<file path="src/rtl/mips_control_unit.sv">
// -----------------------------------------------------------------------------
// mips_control_unit
//
// Multicycle MIPS control unit. It is a Moore FSM: a state register plus
// combinational output decode from the current state. Only the EXECUTE ALU
// operation (from funct) and the BRANCH PC enable (from zero) also look at
// the instruction fields.
//
// Optional feature:
//   MIPS_CU_BNE_EN - when defined, BNE (opcode 000101) follows the BEQ path
//                    and branches when zero==0. When undefined, BNE is an
//                    unsupported opcode.
//
// Ports:
//   clk          in   rising-edge clock
//   rst          in   synchronous active-high reset
//   opcode[5:0]  in   IR[31:26], held stable from DECODE onward
//   funct[5:0]   in   IR[5:0]
//   zero         in   ALU zero flag
//   pc_en        out  PC register enable
//   iord         out  memory address select (1 = ALUOut)
//   mem_write    out  data memory write
//   ir_write     out  IR load
//   reg_dst      out  register file write address select (1 = rd)
//   mem_to_reg   out  register file write data select (1 = memory data)
//   reg_write    out  register file write enable
//   alu_src_a    out  ALU A select (1 = register A)
//   alu_src_b    out  ALU B select: 00 B, 01 const 4, 10 signext imm, 11 imm<<2
//   alu_control  out  ALU op: 010 add, 110 sub, 000 and, 001 or, 111 slt
//   pc_src       out  next PC select: 00 ALU, 01 ALUOut, 10 jump target
//   illegal      out  one-cycle pulse in DECODE for an unsupported opcode
//   state        out  current state, for debug
// -----------------------------------------------------------------------------
module mips_control_unit #(
   parameter int STATE_WIDTH = 4,
   parameter int OPC_WIDTH   = 6
) (
   input  logic                   clk,
   input  logic                   rst,
   input  logic [OPC_WIDTH-1:0]   opcode,
   input  logic [OPC_WIDTH-1:0]   funct,
   input  logic                   zero,
   output logic                   pc_en,
   output logic                   iord,
   output logic                   mem_write,
   output logic                   ir_write,
   output logic                   reg_dst,
   output logic                   mem_to_reg,
   output logic                   reg_write,
   output logic                   alu_src_a,
   output logic [1:0]             alu_src_b,
   output logic [2:0]             alu_control,
   output logic [1:0]             pc_src,
   output logic                   illegal,
   output logic [STATE_WIDTH-1:0] state
);

   // ---------------------------------------------------------------------
   // Opcode / funct / ALU encodings
   // ---------------------------------------------------------------------
   localparam logic [OPC_WIDTH-1:0] OP_RTYPE = OPC_WIDTH'(6'b000000);
   localparam logic [OPC_WIDTH-1:0] OP_LW    = OPC_WIDTH'(6'b100011);
   localparam logic [OPC_WIDTH-1:0] OP_SW    = OPC_WIDTH'(6'b101011);
   localparam logic [OPC_WIDTH-1:0] OP_BEQ   = OPC_WIDTH'(6'b000100);
   localparam logic [OPC_WIDTH-1:0] OP_ADDI  = OPC_WIDTH'(6'b001000);
   localparam logic [OPC_WIDTH-1:0] OP_J     = OPC_WIDTH'(6'b000010);

   localparam logic [OPC_WIDTH-1:0] FN_ADD   = OPC_WIDTH'(6'b100000);
   localparam logic [OPC_WIDTH-1:0] FN_SUB   = OPC_WIDTH'(6'b100010);
   localparam logic [OPC_WIDTH-1:0] FN_AND   = OPC_WIDTH'(6'b100100);
   localparam logic [OPC_WIDTH-1:0] FN_OR    = OPC_WIDTH'(6'b100101);
   localparam logic [OPC_WIDTH-1:0] FN_SLT   = OPC_WIDTH'(6'b101010);

   localparam logic [2:0] ALU_ADD = 3'b010;
   localparam logic [2:0] ALU_SUB = 3'b110;
   localparam logic [2:0] ALU_AND = 3'b000;
   localparam logic [2:0] ALU_OR  = 3'b001;
   localparam logic [2:0] ALU_SLT = 3'b111;

   // ---------------------------------------------------------------------
   // State encoding (codes 12-15 are unused and recover to FETCH)
   // ---------------------------------------------------------------------
   typedef enum logic [STATE_WIDTH-1:0] {
      S_FETCH   = STATE_WIDTH'(0),
      S_DECODE  = STATE_WIDTH'(1),
      S_MEMADR  = STATE_WIDTH'(2),
      S_MEMRD   = STATE_WIDTH'(3),
      S_MEMWB   = STATE_WIDTH'(4),
      S_MEMWR   = STATE_WIDTH'(5),
      S_EXECUTE = STATE_WIDTH'(6),
      S_ALUWB   = STATE_WIDTH'(7),
      S_BRANCH  = STATE_WIDTH'(8),
      S_ADDIEX  = STATE_WIDTH'(9),
      S_ADDIWB  = STATE_WIDTH'(10),
      S_JUMP    = STATE_WIDTH'(11)
   } state_t;

   state_t r_state;
   state_t w_state_eff;
   state_t w_decode_next;

   logic w_is_lw;
   logic w_is_sw;
   logic w_is_rtype;
   logic w_is_beq;
   logic w_is_bne;
   logic w_is_addi;
   logic w_is_j;
   logic w_op_legal;
   logic w_branch_taken;

   logic [2:0] w_funct_alu;

   logic       w_pc_write;
   logic       w_iord;
   logic       w_mem_write;
   logic       w_ir_write;
   logic       w_reg_dst;
   logic       w_mem_to_reg;
   logic       w_reg_write;
   logic       w_alu_src_a;
   logic [1:0] w_alu_src_b;
   logic [2:0] w_alu_control;
   logic [1:0] w_pc_src;
   logic       w_illegal;

   // ---------------------------------------------------------------------
   // Opcode classification
   // ---------------------------------------------------------------------
   assign w_is_lw    = (opcode == OP_LW);
   assign w_is_sw    = (opcode == OP_SW);
   assign w_is_rtype = (opcode == OP_RTYPE);
   assign w_is_beq   = (opcode == OP_BEQ);
   assign w_is_addi  = (opcode == OP_ADDI);
   assign w_is_j     = (opcode == OP_J);

`ifdef MIPS_CU_BNE_EN
   localparam logic [OPC_WIDTH-1:0] OP_BNE = OPC_WIDTH'(6'b000101);
   assign w_is_bne = (opcode == OP_BNE);
`else
   assign w_is_bne = 1'b0;
`endif

   assign w_op_legal = w_is_lw | w_is_sw | w_is_rtype | w_is_beq |
                       w_is_bne | w_is_addi | w_is_j;

   // BEQ branches on zero, BNE on not-zero; both share the BRANCH state.
   assign w_branch_taken = w_is_bne ? ~zero : zero;

   // ---------------------------------------------------------------------
   // DECODE dispatch target
   // ---------------------------------------------------------------------
   always_comb begin
      w_decode_next = S_FETCH;
      if (w_is_lw || w_is_sw) begin
         w_decode_next = S_MEMADR;
      end else if (w_is_rtype) begin
         w_decode_next = S_EXECUTE;
      end else if (w_is_beq || w_is_bne) begin
         w_decode_next = S_BRANCH;
      end else if (w_is_addi) begin
         w_decode_next = S_ADDIEX;
      end else if (w_is_j) begin
         w_decode_next = S_JUMP;
      end
   end

   // ---------------------------------------------------------------------
   // State register and transitions
   // ---------------------------------------------------------------------
   always_ff @(posedge clk) begin
      if (rst) begin
         r_state <= S_FETCH;
      end else begin
         case (r_state)
            S_FETCH:   r_state <= S_DECODE;
            S_DECODE:  r_state <= w_decode_next;
            S_MEMADR:  r_state <= w_is_lw ? S_MEMRD : S_MEMWR;
            S_MEMRD:   r_state <= S_MEMWB;
            S_EXECUTE: r_state <= S_ALUWB;
            S_ADDIEX:  r_state <= S_ADDIWB;
            S_MEMWB,
            S_MEMWR,
            S_ALUWB,
            S_BRANCH,
            S_ADDIWB,
            S_JUMP:    r_state <= S_FETCH;
            default:   r_state <= S_FETCH;
         endcase
      end
   end

   // ---------------------------------------------------------------------
   // R-type funct to ALU operation; unknown functs fall back to add
   // ---------------------------------------------------------------------
   always_comb begin
      w_funct_alu = ALU_ADD;
      case (funct)
         FN_ADD:  w_funct_alu = ALU_ADD;
         FN_SUB:  w_funct_alu = ALU_SUB;
         FN_AND:  w_funct_alu = ALU_AND;
         FN_OR:   w_funct_alu = ALU_OR;
         FN_SLT:  w_funct_alu = ALU_SLT;
         default: w_funct_alu = ALU_ADD;
      endcase
   end

   // ---------------------------------------------------------------------
   // Moore output decode. While rst is high the outputs are decoded as if
   // in FETCH; the write strobes are then gated off separately below.
   // ---------------------------------------------------------------------
   always_comb begin
      w_state_eff   = rst ? S_FETCH : r_state;
      w_pc_write    = 1'b0;
      w_iord        = 1'b0;
      w_mem_write   = 1'b0;
      w_ir_write    = 1'b0;
      w_reg_dst     = 1'b0;
      w_mem_to_reg  = 1'b0;
      w_reg_write   = 1'b0;
      w_alu_src_a   = 1'b0;
      w_alu_src_b   = 2'b00;
      w_alu_control = 3'b000;
      w_pc_src      = 2'b00;
      w_illegal     = 1'b0;
      case (w_state_eff)
         S_FETCH: begin
            w_ir_write    = 1'b1;
            w_pc_write    = 1'b1;
            w_alu_src_b   = 2'b01;
            w_alu_control = ALU_ADD;
         end
         S_DECODE: begin
            // Branch target precompute: PC+4 + (imm<<2)
            w_alu_src_b   = 2'b11;
            w_alu_control = ALU_ADD;
            w_illegal     = ~w_op_legal;
         end
         S_MEMADR, S_ADDIEX: begin
            w_alu_src_a   = 1'b1;
            w_alu_src_b   = 2'b10;
            w_alu_control = ALU_ADD;
         end
         S_MEMRD: begin
            w_iord = 1'b1;
         end
         S_MEMWB: begin
            w_mem_to_reg = 1'b1;
            w_reg_write  = 1'b1;
         end
         S_MEMWR: begin
            w_iord      = 1'b1;
            w_mem_write = 1'b1;
         end
         S_EXECUTE: begin
            w_alu_src_a   = 1'b1;
            w_alu_control = w_funct_alu;
         end
         S_ALUWB: begin
            w_reg_dst   = 1'b1;
            w_reg_write = 1'b1;
         end
         S_BRANCH: begin
            w_alu_src_a   = 1'b1;
            w_alu_control = ALU_SUB;
            w_pc_src      = 2'b01;
         end
         S_ADDIWB: begin
            w_reg_write = 1'b1;
         end
         S_JUMP: begin
            w_pc_src   = 2'b10;
            w_pc_write = 1'b1;
         end
         default: begin
         end
      endcase
   end

   // ---------------------------------------------------------------------
   // Output assignment; architectural write strobes are blocked in reset
   // ---------------------------------------------------------------------
   assign pc_en       = ~rst & (w_pc_write |
                                ((w_state_eff == S_BRANCH) & w_branch_taken));
   assign ir_write    = ~rst & w_ir_write;
   assign reg_write   = ~rst & w_reg_write;
   assign mem_write   = ~rst & w_mem_write;
   assign iord        = w_iord;
   assign reg_dst     = w_reg_dst;
   assign mem_to_reg  = w_mem_to_reg;
   assign alu_src_a   = w_alu_src_a;
   assign alu_src_b   = w_alu_src_b;
   assign alu_control = w_alu_control;
   assign pc_src      = w_pc_src;
   assign illegal     = w_illegal;
   assign state       = w_state_eff;

endmodule

</file>
<file path="config.mk">
export PLATFORM = sky130hd
export DESIGN_NAME = mips_control_unit
export DESIGN_NICKNAME = d
export VERILOG_FILES = /design/src/rtl/mips_control_unit.sv
export SDC_FILE = /design/constraint.sdc
export NUM_CORES = 1
export LEC_CHECK = 0
export ABC_AREA = 1
export CAP_MARGIN = 20
export CORE_MARGIN = 3
export CORE_UTILIZATION = 38
export CTS_BUF_LIST = sky130_fd_sc_hd__clkbuf_4
export DETAILED_ROUTE_END_ITERATION = 16
export PLACE_DENSITY_LB_ADDON = 0.3
export SLEW_MARGIN = 20
export SYNTH_ARGS = -nofsm -noshare
export SYNTH_HDL_FRONTEND = slang
export SYNTH_SLANG_ARGS = --single-unit
</file>
<file path="constraint.sdc">
create_clock -name clk -period 1.3 [get_ports clk]
set_input_delay 0.195 -clock clk [delete_from_list [all_inputs] [get_ports clk]]
set_output_delay 0.195 -clock clk [all_outputs]
set_load 0.02 [all_outputs]
</file>
==> results of run 1 <==
[stage by stage]
step	std cells	area (um^2)	TNS, ps	hold slack (ps)	utilization [%]
2_1_floorplan	114	619	-23.9	361	-
3_3_place_gp	193	1220	-13790	684	89.0
3_5_place_dp	193	1220	-14880	709	89.0
[synth_stat cells (all sizes together)]
| cell type | number |
|---|---|
| inv | 22 |
| a21oi | 4 |
| o31ai | 1 |
| o22ai | 1 |
| dfxtp | 4 |
| nand2 | 22 |
| nand4 | 1 |
| nand3b | 1 |
| nand3 | 17 |
| nor4 | 1 |
| o21ai | 3 |
| buf | 1 |
| nor3 | 2 |
| nor2 | 34 |
[logic make-up after synthesis]
kind of cell,after synthesis,share of synthesized area (%)
compound gates,9,8.98
buf+inv,23,15.4
flops,4,13.7
simple gates,78,62.0
==> impl_metrics.toml, run 1 <==
[outcome]
outcome = "aborted with a tool error"
haltStage = "clock tree synthesis"
error_line = "[ERROR DPL-0038] Utilization greater than 100%, impossible to legalize"

[yosys]
yosys.cell_types.count = 20
avgSynthCellArea_um2 = 5.14
synth_top_area_share_pct = 16.7
synthCells = 114
synth-seq-area-share_pct = 13.7
synth.largest_area_cell = "nor2_1"
ys_ff_latch = 4
yosys-top-cells-area = "nor2_1 17%, nand3_1 15%, dfxtp_1 14%, nand2_1 13%, inv_1 11%"
ys_warn_count = 0
syn-num-nets = 129
synth_area_um2 = 586

[place]
numPortBuffers = 34
dp_slack_ps = -892
place_congestion = 0.940
dpl.hpwl_mm = 2.13

[die]
start_util_pct = 42.9
rows = 13
fp.dieH_um = 45.3
die_x_um = 45.3
num_io_pins = 35

[clocking]
cts_buffers = 3
cts_hold_buf = 0
clk_path_buf_depth = 2
cts_setup_buffers = 4
h-tree-depth = 1
ctsResizeCount = 157
root_buffer = "clkbuf_4"
cts_sinks = 4
==> inputs of run 2 (changes only) <==
--- a/config.mk
+++ b/config.mk
@@ -7,11 +7,10 @@
 export LEC_CHECK = 0
 export ABC_AREA = 1
 export CAP_MARGIN = 20
-export CORE_MARGIN = 3
-export CORE_UTILIZATION = 38
-export CTS_BUF_LIST = sky130_fd_sc_hd__clkbuf_4
+export CORE_AREA = 3 3 64 66
 export DETAILED_ROUTE_END_ITERATION = 16
-export PLACE_DENSITY_LB_ADDON = 0.3
+export DIE_AREA = 0 0 67 69
+export PLACE_DENSITY_LB_ADDON = 0.15
 export SLEW_MARGIN = 20
 export SYNTH_ARGS = -nofsm -noshare
 export SYNTH_HDL_FRONTEND = slang
==> run 2 against run 1 <==
The flow now finishes, with violations (setup timing). Synthesized cell count unchanged. Area after synthesis did not move.
==> impl_metrics.toml, run 2 <==
[routing]
drt_first_iter_violations = 10
wl_per_cell_um = 9.46
vias = 958
wirelength_mm = 2.22
vias_per_cell = 4.08
dr.pass1.iters = 4
ant_nets = 0
drcViolationCount = 0

[yosys]
synth_top_area_share_pct = 16.7
ys_ff_latch = 4
synth-main-ff-cell = "dfxtp_1"
yosys-top-cells-count = "26 x nor2_1, 21 x nand2_1, 17 x inv_1, 17 x nand3_1, 6 x nor2_2"
avgSynthCellArea_um2 = 5.14
yosys.cell_types.count = 20
synthArstFlopShare_pct = 0
synth_edf_count = 0
synth.largest_area_cell = "nor2_1"
syn-num-nets = 129
yosys-top-cells-area = "nor2_1 17%, nand3_1 15%, dfxtp_1 14%, nand2_1 13%, inv_1 11%"
ys_warn_count = 0
yosysMostFrequentCell = "nor2_1"
synth_area_um2 = 586
synthCells = 114
synth-seq-area-share_pct = 13.7

[final_layout]
area_delta_synth_final_pct = 166
reg_top3 = "r_state x4"
final_common_cell = "buf_4"
nNetsFinal = 204
fin_area_um2 = 1560
largest_reg_flops = 4
drive_above_1_share_pct = 63.6
num_antenna_cells = 0
layout_common_cells = "33 x buf_4, 21 x buf_6, 15 x nor2_4"
largest-register = "r_state"

[sta]
rsz0062_at_grt = "yes"
setup_slack_ps = -213
fmax_ghz = 0.661
slew_violations = 0
tightest_slew_ps = 290
hold_ws_ps = 523
hold_viol = 0
relSlewSlack_pct = 80.5
setup_viol = 16
finClkSkew_ps = 1.29
period_share_pct = 116
period_minus_slack_ps = 1510

[clocking]
clk_path_buf_depth = 2
clock_latency_ps = 220
h-tree-depth = 1
cts_buffers = 3
cts_sinks = 4
cts_hold_buf = 0
cts_tree = "done"
clk_pin_slew_ps = 30
root_buffer = "clkbuf_8"

[worst_setup_path]
rrSetupSlack_ps = 160
crit_fanout = 5
arrival_ps = 1320
crit_path_end_kind = "output port"
cp.depth = 7
crit_chain = "buf_6 -> nand2_4 -> o21ai_4 -> nor2_4 -> nor2_2 -> nor2_2 -> buf_6"
cpPeakStageDelay_ps = 350
start_kind = "flip-flop"
cp.required_ps = 1110
crit_path_top_delay_cell = "dfxtp_4"
r2r_cells = 7
crit_type = "reg -> out"
crit_family = "simple AND/OR/NAND/NOR gates"
crit_buf_inv = 2

[die]
start_util_pct = 16.1
die_x_um = 67
fp.dieH_um = 69
die-area_um2 = 4620
coreArea_um2 = 3630
num_io_pins = 35
rows = 22

[place]
dpl_cell_area_um2 = 1230
place_congestion = 0.813
dpl.hpwl_mm = 1.79
numPortBuffers = 34

[grt]
grt_max_degree = 7
grt_pass1_wl_mm = 3.90
grt_usage_pct = 10.2
antenna_found_initial = 0
grt_pass1_vias = 936
grt_overflow = 0

[hold_path]
min_path_cells = 3
hold_path.class = "in -> reg"

[pwr]
p_leak_nw = 0.751
clkPwrFrac_pct = 39.8
peakVddDrop_mv = 0.259
switching_share_pct = 30.4
switchingPower_w = 0.000196
power.internal_w = 0.000450
power_per_cell_area_nw_per_um2 = 415
p_comb_share_pct = 40.2
pwr-share-seq_pct = 20.0

[flow_run]
cap_violations = 0

[outcome]
outcome = "finished, violations left"
violations = "setup timing"
==> run 2: cell counts after synthesis <==
Identical to the previous run, type by type.
==> run 2: through the flow <==
step / utilization [%] / cells / setup TNS, ps / setup slack (ps) / total power [W]
after floorplan: - / 114 / -23.9 / -12.2 / 0.000228
after global placement: 33.8 / 224 / -15010 / -892 / 0.000364
after detailed placement: 33.8 / 224 / -15560 / -930 / 0.000365
after CTS: 39.6 / 230 / -2100 / -209 / 0.000646
after global routing: 42.8 / 235 / -3440 / -299 / 0.000697
final: 42.8 / 235 / -2210 / -213 / 0.000646
==> run 2: repair_timing <==
action / in CTS / in global routing
pin swaps: 18 / 10
setup buffers: 3 / 5
gates resized for setup: 160 / 33
setup endpoints to repair: 20 / 18
cloned: 0 / 0
==> run 2: logic make-up (layout without fill, tap and decap cells) <==
family | count (synthesis) | in the layout | share of synthesized area [%]
DFF | 4 | 4 | 13.7
buffers and inverters | 23 | 96 | 15.4
AOI/OAI and AO/OA | 9 | 9 | 8.98
and+or+nand+nor | 78 | 78 | 62.0
==> run 2: metal layers <==
| metal | global-route usage [%] | vias to the layer above | wire [um] |
|---|---|---|---|
| li1 | - | 505 | - |
| met1 | 12.2 | 422 | 846 |
| met2 | 17.9 | 28 | 1170 |
| met3 | 1.95 | 3 | 176 |
| met4 | 2.70 | 0 | 27 |
| met5 | 0 | - | 0 |
==> run 2: final cells by class <==
type	count	area [um^2]
Sequential cell	4	95.1
Clock buffer	3	41.3
Timing Repair Buffer	71	632
Inverter	22	100
Multi-Input combinational cell	87	627
Tap cell	48	60.1
Fill cell	379	2080
==> run 2: worst register-to-register path, stage by stage (launching register included) <==
cell and delay (ps):
dfxtp_4 370, inv_8 50, buf_4 130, nor2_1 150, nand3_1 130, nand2_1 80, nor2_1 40, a21oi_1 120
==> run 2: final timing paths <==
check,startpoint,to
worst max-delay path,r_state[0]$_SDFF_PP0_,alu_control[2]
worst min register to register,r_state[0]$_SDFF_PP0_,r_state[0]$_SDFF_PP0_
worst max register to register,r_state[1]$_SDFF_PP0_,r_state[1]$_SDFF_PP0_
worst min-delay path,rst,r_state[0]$_SDFF_PP0_
==> run 2: power groups by stage <==
stage          Clock, W  Combinational [W]  Sequential, W
2_1_floorplan         0          0.0000944       0.000134
3_3_place_gp          0           0.000231       0.000134
3_5_place_dp          0           0.000232       0.000133
4_1_cts        0.000265           0.000250       0.000131
5_1_grt        0.000285           0.000282       0.000130
6_report       0.000257           0.000260       0.000129
Power figures use the tool's default switching activity.
